## src/rtl/hazard_ctrl_if.sv

```systemverilog
// Signal bundle between the pipeline datapath (master) and the hazard controller (slave).
// Decode/execute specifiers and the memory freeze flow in; forward selects and stalls flow out.
interface hazard_ctrl_if #(
    parameter int unsigned REG_W = 5
);
    logic             mem_stall;
    logic [REG_W-1:0] RsD;
    logic [REG_W-1:0] RtD;
    logic             UseRtD;
    logic [REG_W-1:0] RsE;
    logic [REG_W-1:0] RtE;
    logic [REG_W-1:0] WriteRegE;
    logic             RegWriteE;
    logic             MemtoRegE;
    logic             sel_1;
    logic             sel_2;
    logic             StallF;
    logic             StallD;
    logic             FlushE;
    logic             busy;

    modport master (
        output mem_stall, RsD, RtD, UseRtD, RsE, RtE, WriteRegE, RegWriteE, MemtoRegE,
        input  sel_1, sel_2, StallF, StallD, FlushE, busy
    );

    modport slave (
        input  mem_stall, RsD, RtD, UseRtD, RsE, RtE, WriteRegE, RegWriteE, MemtoRegE,
        output sel_1, sel_2, StallF, StallD, FlushE, busy
    );
endinterface

```

## src/rtl/hazard_ctrl.sv

```systemverilog
// Execute-stage hazard controller: MEM->EX ALU forwarding selects plus a load-use stall
// sequencer whose length depends on register-file write/read ordering.
module hazard_ctrl #(
    parameter int unsigned REG_W       = 5,
    parameter bit          WRITE_FIRST = 1'b1
) (
    input logic          clk,
    input logic          rst_n,
    hazard_ctrl_if.slave hz
);
    // Counter load value is stall length minus the Mealy cycle spent in IDLE.
    localparam logic [1:0] LsM1 = WRITE_FIRST ? 2'd1 : 2'd2;

    typedef enum logic {StIdle, StWait} state_e;

    state_e           state_q, state_d;
    logic [1:0]       cnt_q, cnt_d;
    logic [REG_W-1:0] write_reg_m_q;
    logic             reg_write_m_q;
    logic             mem_to_reg_m_q;
    logic             hzd;
    logic             fwd_ok;
    logic             stall;
    logic             flush;

    // Gated by reset so outputs stay quiet while the pipeline is being reset.
    assign hzd = rst_n & hz.RegWriteE & hz.MemtoRegE & (hz.WriteRegE != '0) &
                 ((hz.WriteRegE == hz.RsD) | (hz.UseRtD & (hz.WriteRegE == hz.RtD)));

    assign fwd_ok   = reg_write_m_q & ~mem_to_reg_m_q & (write_reg_m_q != '0);
    assign hz.sel_1 = fwd_ok & (write_reg_m_q == hz.RsE);
    assign hz.sel_2 = fwd_ok & (write_reg_m_q == hz.RtE);

    always_comb begin
        state_d = state_q;
        cnt_d   = cnt_q;
        stall   = 1'b0;
        flush   = 1'b0;
        unique case (state_q)
            StIdle: begin
                if (hzd) begin
                    stall   = 1'b1;
                    flush   = 1'b1;
                    state_d = StWait;
                    cnt_d   = LsM1;
                end
            end
            StWait: begin
                stall = 1'b1;
                flush = 1'b1;
                cnt_d = cnt_q - 2'd1;
                if (cnt_q == 2'd1) begin
                    state_d = StIdle;
                end
            end
        endcase
        // A memory freeze holds everything in place instead of inserting bubbles.
        if (hz.mem_stall) begin
            stall   = 1'b1;
            flush   = 1'b0;
            state_d = state_q;
            cnt_d   = cnt_q;
        end
    end

    assign hz.StallF = stall;
    assign hz.StallD = stall;
    assign hz.FlushE = flush;
    assign hz.busy   = (state_q == StWait);

    always_ff @(posedge clk) begin
        if (!rst_n) begin
            state_q        <= StIdle;
            cnt_q          <= 2'd0;
            write_reg_m_q  <= '0;
            reg_write_m_q  <= 1'b0;
            mem_to_reg_m_q <= 1'b0;
        end else begin
            state_q <= state_d;
            cnt_q   <= cnt_d;
            if (!hz.mem_stall) begin
                write_reg_m_q  <= hz.WriteRegE;
                reg_write_m_q  <= hz.RegWriteE;
                mem_to_reg_m_q <= hz.MemtoRegE;
            end
        end
    end
endmodule

```

## src/flat_wrapper.sv

```systemverilog
// flat-port wrapper written by rule: the top's interface ports become plain ports
module hazard_ctrl_flat 
#(
    parameter int unsigned REG_W       = 5,
    parameter bit          WRITE_FIRST = 1'b1
)
  (clk, rst_n, hz_mem_stall, hz_RsD, hz_RtD, hz_UseRtD, hz_RsE, hz_RtE, hz_WriteRegE, hz_RegWriteE, hz_MemtoRegE, hz_sel_1, hz_sel_2, hz_StallF, hz_StallD, hz_FlushE, hz_busy);
  hazard_ctrl_if #(.REG_W(REG_W)) hz_i ();
  input logic clk;
  input logic rst_n;
  input wire logic [$bits(hz_i.mem_stall)-1:0] hz_mem_stall;
  input wire logic [$bits(hz_i.RsD)-1:0] hz_RsD;
  input wire logic [$bits(hz_i.RtD)-1:0] hz_RtD;
  input wire logic [$bits(hz_i.UseRtD)-1:0] hz_UseRtD;
  input wire logic [$bits(hz_i.RsE)-1:0] hz_RsE;
  input wire logic [$bits(hz_i.RtE)-1:0] hz_RtE;
  input wire logic [$bits(hz_i.WriteRegE)-1:0] hz_WriteRegE;
  input wire logic [$bits(hz_i.RegWriteE)-1:0] hz_RegWriteE;
  input wire logic [$bits(hz_i.MemtoRegE)-1:0] hz_MemtoRegE;
  output wire logic [$bits(hz_i.sel_1)-1:0] hz_sel_1;
  output wire logic [$bits(hz_i.sel_2)-1:0] hz_sel_2;
  output wire logic [$bits(hz_i.StallF)-1:0] hz_StallF;
  output wire logic [$bits(hz_i.StallD)-1:0] hz_StallD;
  output wire logic [$bits(hz_i.FlushE)-1:0] hz_FlushE;
  output wire logic [$bits(hz_i.busy)-1:0] hz_busy;
  assign hz_i.mem_stall = hz_mem_stall;
  assign hz_i.RsD = hz_RsD;
  assign hz_i.RtD = hz_RtD;
  assign hz_i.UseRtD = hz_UseRtD;
  assign hz_i.RsE = hz_RsE;
  assign hz_i.RtE = hz_RtE;
  assign hz_i.WriteRegE = hz_WriteRegE;
  assign hz_i.RegWriteE = hz_RegWriteE;
  assign hz_i.MemtoRegE = hz_MemtoRegE;
  assign hz_sel_1 = hz_i.sel_1;
  assign hz_sel_2 = hz_i.sel_2;
  assign hz_StallF = hz_i.StallF;
  assign hz_StallD = hz_i.StallD;
  assign hz_FlushE = hz_i.FlushE;
  assign hz_busy = hz_i.busy;
  hazard_ctrl #(.REG_W(REG_W), .WRITE_FIRST(WRITE_FIRST)) u_core (.clk(clk), .rst_n(rst_n), .hz(hz_i));
endmodule
```

## config.mk

```make
export PLATFORM = sky130hd
export DESIGN_NAME = hazard_ctrl_flat
export DESIGN_NICKNAME = d
export VERILOG_FILES = /design/src/rtl/hazard_ctrl_if.sv /design/src/rtl/hazard_ctrl.sv /design/src/flat_wrapper.sv
export SDC_FILE = /design/constraint.sdc
export NUM_CORES = 1
export LEC_CHECK = 0
export BUFFER_PORTS_ARGS = -buffer_cell sky130_fd_sc_hd__buf_2
export CORE_MARGIN = 1.5
export CORE_UTILIZATION = 40
export CTS_BUF_LIST = sky130_fd_sc_hd__clkbuf_8
export DETAILED_ROUTE_END_ITERATION = 16
export GPL_TIMING_DRIVEN = 0
export PLACE_DENSITY = 0.81
export SLEW_MARGIN = 5
export SYNTH_ARGS = -nofsm -noshare
export SYNTH_HDL_FRONTEND = slang
export SYNTH_SLANG_ARGS = --single-unit
```

## constraint.sdc

```tcl
create_clock -name clk -period 2.1 [get_ports clk]
set_input_delay 0.315 -clock clk [delete_from_list [all_inputs] [get_ports clk]]
set_output_delay 0.315 -clock clk [all_outputs]
set_load 0.05 [all_outputs]
```

After elaboration in Yosys (flattened, before gate mapping)
Cells that the tools add are included.
{"block": "word_totals", "wordCells": 36, "regBits": 10}
{"block": "op_classes", "muxes": 8, "bitwise_logic": 13, "add_sub_neg": 1, "reduce_logical": 3, "n_eq_ne": 6}
{"op": "5-bit == test", "n": 4}
{"op": "5-bit nonzero test", "n": 2}
{"op": "1-bit bitwise AND", "n": 9}
{"op": "1-bit two-way mux", "n": 4}
{"op": "1-bit one-hot mux with 2 select lines", "n": 2}
{"op": "2-bit one-hot mux with 2 select lines", "n": 1}
{"op": "1-bit NOT", "n": 3}
{"op": "2-bit by 1-bit == test with 1-bit output (second input constant)", "n": 1}
{"op": "2-bit two-way mux", "n": 1}
{"op": "2-bit by 1-bit inequality test with 1-bit output (second input constant)", "n": 1}
{"op": "2-bit AND reduction", "n": 1}
{"op": "2-bit by 1-bit subtractor with 2-bit output (second input constant)", "n": 1}
{"op": "1-bit bitwise OR", "n": 1}

Longest topological paths before layout
Gate-level depths: netlist of the first run.
{"block": "logic_depth", "depth_word": 7, "ltp_mapped": 6}

Worst setup path after synthesis of the first run
Ideal clock, no wire load.
{"block": "synth_timing", "kind": "flip-flop to output port", "start": "reg u_core.write_reg_m_q[2]", "end": "out hz_sel_1", "arrival_time_ns": 2.115, "stages_incl_launch_ff": 4, "setup_slack_ns": -0.330, "t_required_ns": 1.785, "path_cell_list": "dfxtp_1 > or4_1 > o21ai_1 > nor4_1"}
{"block": "synth_via", "elab_chain_cells": 3, "elab_cells_between_ends": 4}
{"item": "from (decl)", "line": "hazard_ctrl.sv:18", "source": "logic [REG_W-1:0] write_reg_m_q;"}
{"item": "from (signal assigned)", "line": "hazard_ctrl.sv:82", "source": "write_reg_m_q <= hz.WriteRegE;"}
{"item": "5-bit nonzero test", "line": "hazard_ctrl.sv:30", "source": "assign fwd_ok = reg_write_m_q & ~mem_to_reg_m_q & (write_reg_m_q != '0);"}
{"item": "1-bit bitwise AND", "line": "hazard_ctrl.sv:30"}
{"item": "1-bit bitwise AND *", "line": "hazard_ctrl.sv:31", "source": "assign hz.sel_1 = fwd_ok & (write_reg_m_q == hz.RsE);"}
{"item": "to (decl)", "line": "flat_wrapper.sv:20", "source": "output wire logic [$bits(hz_i.sel_1)-1:0] hz_sel_1;"}
Mark *: on every way between the ends. The rest lies on a longest branch, timed or not.

Final worst setup path of the first run
{"block": "layout_timing", "start": "reg u_core.write_reg_m_q[1]", "end": "out hz_sel_1"}
Same word-level chain as after synthesis.

==> run summary, run 1 <==
## Final layout
- 154 — final net count
- 963 um2 — Post-Layout Inst Area
- sky130_fd_sc_hd__buf_2 (37), sky130_fd_sc_hd__xnor2_1 (16), sky130_fd_sc_hd__nor2_1 (10), sky130_fd_sc_hd__dfxtp_1 (10), sky130_fd_sc_hd__mux2i_1 (8) — most frequent cells in the layout
- 36.3% — signed area change from the synthesized netlist to the final layout
- 39.7% — share of layout cells above drive strength 1
- sky130_fd_sc_hd__buf_2 — most common library cell in the layout ignoring fill and taps
- 0 — Ant. Diodes
- 138 — post-route non-filler standard cell count

## Detailed routing
- 1.60 mm — Detailed Route WL
- 0 — number of nets with antenna violations after routing
- 2 — DRC violation total after the first TritonRoute iteration
- 0 — DR DRC count
- 685 — Vias
- 4.96 — number of vias per cell after detailed routing
- 11.6 um — drt wl/cell
- 2 — drt first pass iters

## Clocking
- 0 — number of gates given a new drive strength after cts
- 10 — clock sinks
- 0.05 ns — Clk pin slew, worst setup/hold paths
- 0 — total setup buffers inserted after CTS
- 3 — number of buffers created by CTS
- sky130_fd_sc_hd__clkbuf_8 — clk root buf
- yes — TritonCTS clock tree
- 0 — CTS Hold Bufs
- 0.24 ns — clock latency on the worst-skew pair
- 1 — # H-tree levels
- 2 — clock buffer depth

## Global route
- 11 — maximum number of pins on one net before global-route repair
- 16.9% — All-Layer GR Usage
- 651 — number of global-route vias before repair
- 2.55 mm — wire length of the first global-routing pass
- 0 — number of antenna violations at the first check in global routing
- 0 — grt total ovfl

## Timing
- 0 — Hold Fails Final Rpt
- 0 — final setup violating endpoints
- 0.00341 ns — worst-case clock skew
- 0 ns — final total negative setup slack
- 0.226 ns — worst path setup slack after routing
- no — RSZ-0062 raised after global routing
- 89.3% — portion of the clock cycle consumed by the worst path in the final layout
- 0.534 GHz — maximum clock frequency
- 0 — max-slew violation total from the final report
- 80.4% — normalized max-slew margin
- 1.87 ns — post-layout minimum cycle time
- 0.294 ns — measured slew at the worst slew-check pin

## Hold path
- input port to flop — worst min path class
- 2 — hold path cells
- u_core.cnt_q[1] — Min-Delay Endpoint
- rst_n — Worst Hold Launch

## Setup path
- simple AND/OR/NAND/NOR gates — kind of cell with the highest combined delay on the critical path
- u_core.write_reg_m_q[1] — launching element of the worst setup path
- 0.52 ns — highest cell delay on the worst timing path
- u_core.cnt_q[1] — worst reg2reg path endpoint
- 1.03 ns — setup slack on the worst flop-to-flop path
- flop to primary output — WS Path Type
- 1.56 ns — arrival time at the worst endpoint
- or4_1 -> o21ai_1 -> nor4_1 -> buf_2 — cells traversed along the worst timing path
- u_core.cnt_q[1] — origin of the critical flop-to-flop path
- 1 — Buffers & Inverters on Critical Path
- primary output — endpoint type of the worst setup path
- 4 — maximum fanout encountered on the critical timing path
- sky130_fd_sc_hd__or4_1 — critical path's slowest cell
- 1.78 ns — required time at the endpoint of the critical path
- flop — kind of start point of the critical path
- 5 — reg2reg path depth

## Placement
- 908 um2 — total cell area at the placement stage
- 1.30 mm — half-perimeter wire length after placement
- 0.783 — routability congestion estimate from global placement
- 134 — total instance count after detailed placement
- 0.236 ns — worst slack at placement
- 36 — count of port buffers added during placement

## Synthesis
- 28.3% — sequential fraction of the synthesis area
- 81 — number of cells produced by synthesis
- 10 — number of synthesized register bits
- 26 — Cell variety after synth
- 113 — nets in the synthesized netlist
- 707 um2 — Cell Area, Synth
- 8.73 um2 — Avg Synthesized Cell Area
- 0 — count of yosys warnings during synthesis

## Outcome
- complete, no violations — status

## Power and ir drop
- 0.000579 W — overall power consumption
- 601 nW/um2 — ratio of total power to cell area
- 0.441 nW — Leakage Power
- 0.285 mV — worst ir drop on vdd

## Floorplan
- 41.9% — starting utilization of the core area
- 1690 um2 — Core Footprint
- 2030 um2 — die outline area
- 45.0 um — vertical die dimension
- 37 — I/O pin count
- 45.0 um — width of the chip
- 15 — number of rows in the core area

## Flow run
- 0 — number of max-capacitance violations reported

[per-stage QoR]
stage,hold slack (ns),util [%]
after floorplan,0.433,-
after global placement,0.469,53.8
after detailed placement,0.492,53.8
after CTS,0.333,57.0
after global routing,0.335,57.0
final,0.330,57.0
[metal layers]
layer / vias up / part of all wire (%) / GRT usage (%)
met5: - / 0 / 0
li1: 356 / - / -
met4: 0 / 0 / 5.29
met1: 305 / 44 / 19.7
met2: 24 / 50 / 31.1
met3: 0 / 5.5 / 2.80
[layout make-up]
class / count / area, um2
clock buffer: 4 / 55.1
multi-input combinational: 67 / 487
buffer: 2 / 12.5
timing repair buffer: 36 / 180
fill: 154 / 726
inverter: 2 / 7.51
sequential: 10 / 200
tap: 17 / 21.3
[worst max path at each step]
| stage | end | cells after the start |
|---|---|---|
| finish | hz_sel_1 | 4 |
| global route | hz_StallF | 8 |
| CTS | hz_sel_1 | 4 |
| detailed placement | hz_StallF | 8 |
| global placement | hz_StallF | 8 |
| floorplan | hz_sel_1 | 3 |
[Yosys cell counts]
master,n,area [um2]
sky130_fd_sc_hd__buf_4,1,7.51
sky130_fd_sc_hd__nor2_1,10,37.5
sky130_fd_sc_hd__inv_1,2,7.51
sky130_fd_sc_hd__dfxtp_1,10,200
sky130_fd_sc_hd__xnor2_1,16,140
sky130_fd_sc_hd__o21ai_1,1,5.00
sky130_fd_sc_hd__a211oi_2,2,25.0
sky130_fd_sc_hd__nand4_1,1,6.26
sky130_fd_sc_hd__nor2b_1,1,6.26
sky130_fd_sc_hd__nand3_1,5,25.0
sky130_fd_sc_hd__o21ai_0,1,5.00
sky130_fd_sc_hd__mux2i_1,8,80.1
sky130_fd_sc_hd__o22ai_2,1,12.5
sky130_fd_sc_hd__o31ai_2,1,12.5
sky130_fd_sc_hd__o21a_1,1,7.51
sky130_fd_sc_hd__or4_1,1,7.51
sky130_fd_sc_hd__xor2_1,4,35.0
sky130_fd_sc_hd__ha_1,1,12.5
sky130_fd_sc_hd__nand2b_1,2,12.5
sky130_fd_sc_hd__a21oi_1,1,5.00
sky130_fd_sc_hd__a21oi_2,1,8.76
sky130_fd_sc_hd__nor4_1,2,12.5
sky130_fd_sc_hd__nand2_2,1,6.26
sky130_fd_sc_hd__nand2_1,5,18.8
sky130_fd_sc_hd__nor3_1,1,5.00
sky130_fd_sc_hd__buf_2,1,5.00
[power by group]
group          leakage (nW)  switching, W  internal [W]  total [W]
clock                0.0288     0.0000794      0.000165   0.000245
combinational         0.330     0.0000620     0.0000645   0.000126
sequential           0.0820    0.00000903      0.000199   0.000208
total                 0.441      0.000150      0.000428   0.000579
[flip-flops by register name (all words and copies together), names as in the netlist]
register and cells:
u_core.write_reg_m_q 5, u_core.hz.busy 1, u_core.cnt_q 2, u_core.reg_write_m_q 1, u_core.mem_to_reg_m_q 1
[kinds of logic after synthesis]
family	share of synthesized area, %
simple gates	19.5
xor+xnor	24.8
flops	28.3
compound gates	11.5
mux	11.3
buf+inv	2.83
fa+ha+maj	1.77
(Power assumes the default switching activity.)
==> inputs of run 2 (changes only) <==
- RECOVER_POWER: not set -> 50
==> run 2 against run 1 <==
  * Core utilization fell by 0.15 points
  * Non-clock buffer count unchanged
  * Final area down 0.26%
  * Die area unchanged
  * Final cell count did not move
==> run summary, run 2 (synthesis gave the netlist of run 1 again) <==
## Outcome
- complete, no violations — status

## Setup path
- sky130_fd_sc_hd__clkbuf_1 — library cell appearing most often on the critical path
- 1.78 ns — required time at the endpoint of the critical path
- buffers and inverters — kind of cell with the highest combined delay on the critical path
- 0.53 ns — highest cell delay on the worst timing path
- sky130_fd_sc_hd__clkbuf_1 — critical path's slowest cell
- clkbuf_1 -> clkbuf_1 -> nand2b_1 -> buf_4 -> buf_2 — cells traversed along the worst timing path
- 10 — maximum fanout encountered on the critical timing path
- input port to primary output — WS Path Type
- 4 — Buffers & Inverters on Critical Path
- 1.60 ns — arrival time at the worst endpoint
- primary output — endpoint type of the worst setup path
- input port — kind of start point of the critical path

## Clocking
- 1 — # H-tree levels
- 0.05 ns — Clk pin slew, worst setup/hold paths
- 0 — number of gates given a new drive strength after cts
- 3 — number of buffers created by CTS
- 0 — total setup buffers inserted after CTS
- 0.24 ns — clock latency on the worst-skew pair
- sky130_fd_sc_hd__clkbuf_8 — clk root buf
- yes — TritonCTS clock tree
- 2 — clock buffer depth
- 10 — clock sinks
- 0 — CTS Hold Bufs

## Timing
- 1.91 ns — post-layout minimum cycle time
- 0.638 ns — measured slew at the worst slew-check pin
- 0 — final setup violating endpoints
- 0.00319 ns — worst-case clock skew
- 91.0% — portion of the clock cycle consumed by the worst path in the final layout
- 0.189 ns — worst path setup slack after routing
- 0 — Hold Fails Final Rpt
- no — RSZ-0062 raised after global routing
- 0 — max-slew violation total from the final report
- 0.523 GHz — maximum clock frequency
- 57.5% — normalized max-slew margin
- 0 ns — final total negative setup slack

## Placement
- 36 — count of port buffers added during placement
- 0.783 — routability congestion estimate from global placement
- 134 — total instance count after detailed placement
- 1.30 mm — half-perimeter wire length after placement
- 908 um2 — total cell area at the placement stage
- 0.236 ns — worst slack at placement

## Floorplan
- 37 — I/O pin count
- 15 — number of rows in the core area
- 45.0 um — vertical die dimension
- 45.0 um — width of the chip
- 41.9% — starting utilization of the core area
- 2030 um2 — die outline area
- 1690 um2 — Core Footprint

## Final layout
- u_core.write_reg_m_q — Largest Register
- 38.0% — share of layout cells above drive strength 1
- 5 — number of flip-flops in the largest register
- 0 — Ant. Diodes
- u_core.write_reg_m_q x5, u_core.cnt_q x2 — largest registers ranked by flip-flop count
- sky130_fd_sc_hd__buf_2 (35), sky130_fd_sc_hd__xnor2_1 (16), sky130_fd_sc_hd__nor2_1 (10), sky130_fd_sc_hd__dfxtp_1 (10), sky130_fd_sc_hd__mux2i_1 (8) — most frequent cells in the layout
- sky130_fd_sc_hd__buf_2 — most common library cell in the layout ignoring fill and taps
- 961 um2 — Post-Layout Inst Area
- 154 — final net count
- 138 — post-route non-filler standard cell count
- 35.9% — signed area change from the synthesized netlist to the final layout
- 156 — filler instances

## Flow run
- 0 — number of max-capacitance violations reported

## Global route
- 0 — grt total ovfl
- 31.1% — met2 Use GR
- 16.9% — All-Layer GR Usage
- met2 — layer with the highest usage after global routing
- 2.55 mm — wire length of the first global-routing pass
- 11 — maximum number of pins on one net before global-route repair
- 19.7% — met1 routing resource usage after global routing
- 0 — number of antenna violations at the first check in global routing
- 651 — number of global-route vias before repair
- 2.80% — GR Layer Usage met3

## Power and ir drop
- 602 nW/um2 — ratio of total power to cell area
- 0.288 mV — worst ir drop on vdd
- 0.435 nW — Leakage Power
- 0.000579 W — overall power consumption

## Detailed routing
- 11.7 um — drt wl/cell
- 0 — number of nets with antenna violations after routing
- 4.95 — number of vias per cell after detailed routing
- 0 — DR DRC count
- 2 — DRC violation total after the first TritonRoute iteration
- 4 — drt first pass iters
- 1.61 mm — Detailed Route WL
- 683 — Vias

## Hold path
- input port to flop — worst min path class

==> run 2: per-stage QoR <==
stage	utilization, %	hold slack, ns
2_1_floorplan	-	0.433
3_3_place_gp	53.8	0.469
3_5_place_dp	53.8	0.492
4_1_cts	57.0	0.333
5_1_grt	56.9	0.335
6_report	56.9	0.331
==> run 2: per-layer routing <==
layer	wire, um	vias up
li1	-	357
met1	722	302
met2	795	24
met3	92	0
met4	0	0
met5	0	-
==> run 2: worst paths after layout <==
path | startpoint | endpoint | slack [ns] | depth (start not counted)
hold / removal | rst_n | u_core.cnt_q[1] | 0.33 | 2
setup / recovery | hz_mem_stall | hz_StallF | 0.19 | 5
setup reg to reg | u_core.cnt_q[1] | u_core.cnt_q[1] | 1.02 | 5
hold reg to reg | u_core.mem_to_reg_m_q | u_core.mem_to_reg_m_q | 0.51 | 2
==> run 2: cell type report <==
type | instances | area [um2] | share of cell area, %
timing repair buffer | 36 | 179 | 18.6
inverter | 2 | 7.51 | 0.781
buffer | 2 | 11.3 | 1.17
tap | 17 | 21.3 | 2.21
multi-input combinational | 67 | 487 | 50.7
clock buffer | 4 | 55.1 | 5.73
sequential | 10 | 200 | 20.8
==> run 2: report_power, final <==
group          switching [W]  internal, W  leakage [nW]
registers         0.00000903     0.000199        0.0820
logic              0.0000622    0.0000640         0.324
clock network      0.0000799     0.000165        0.0288
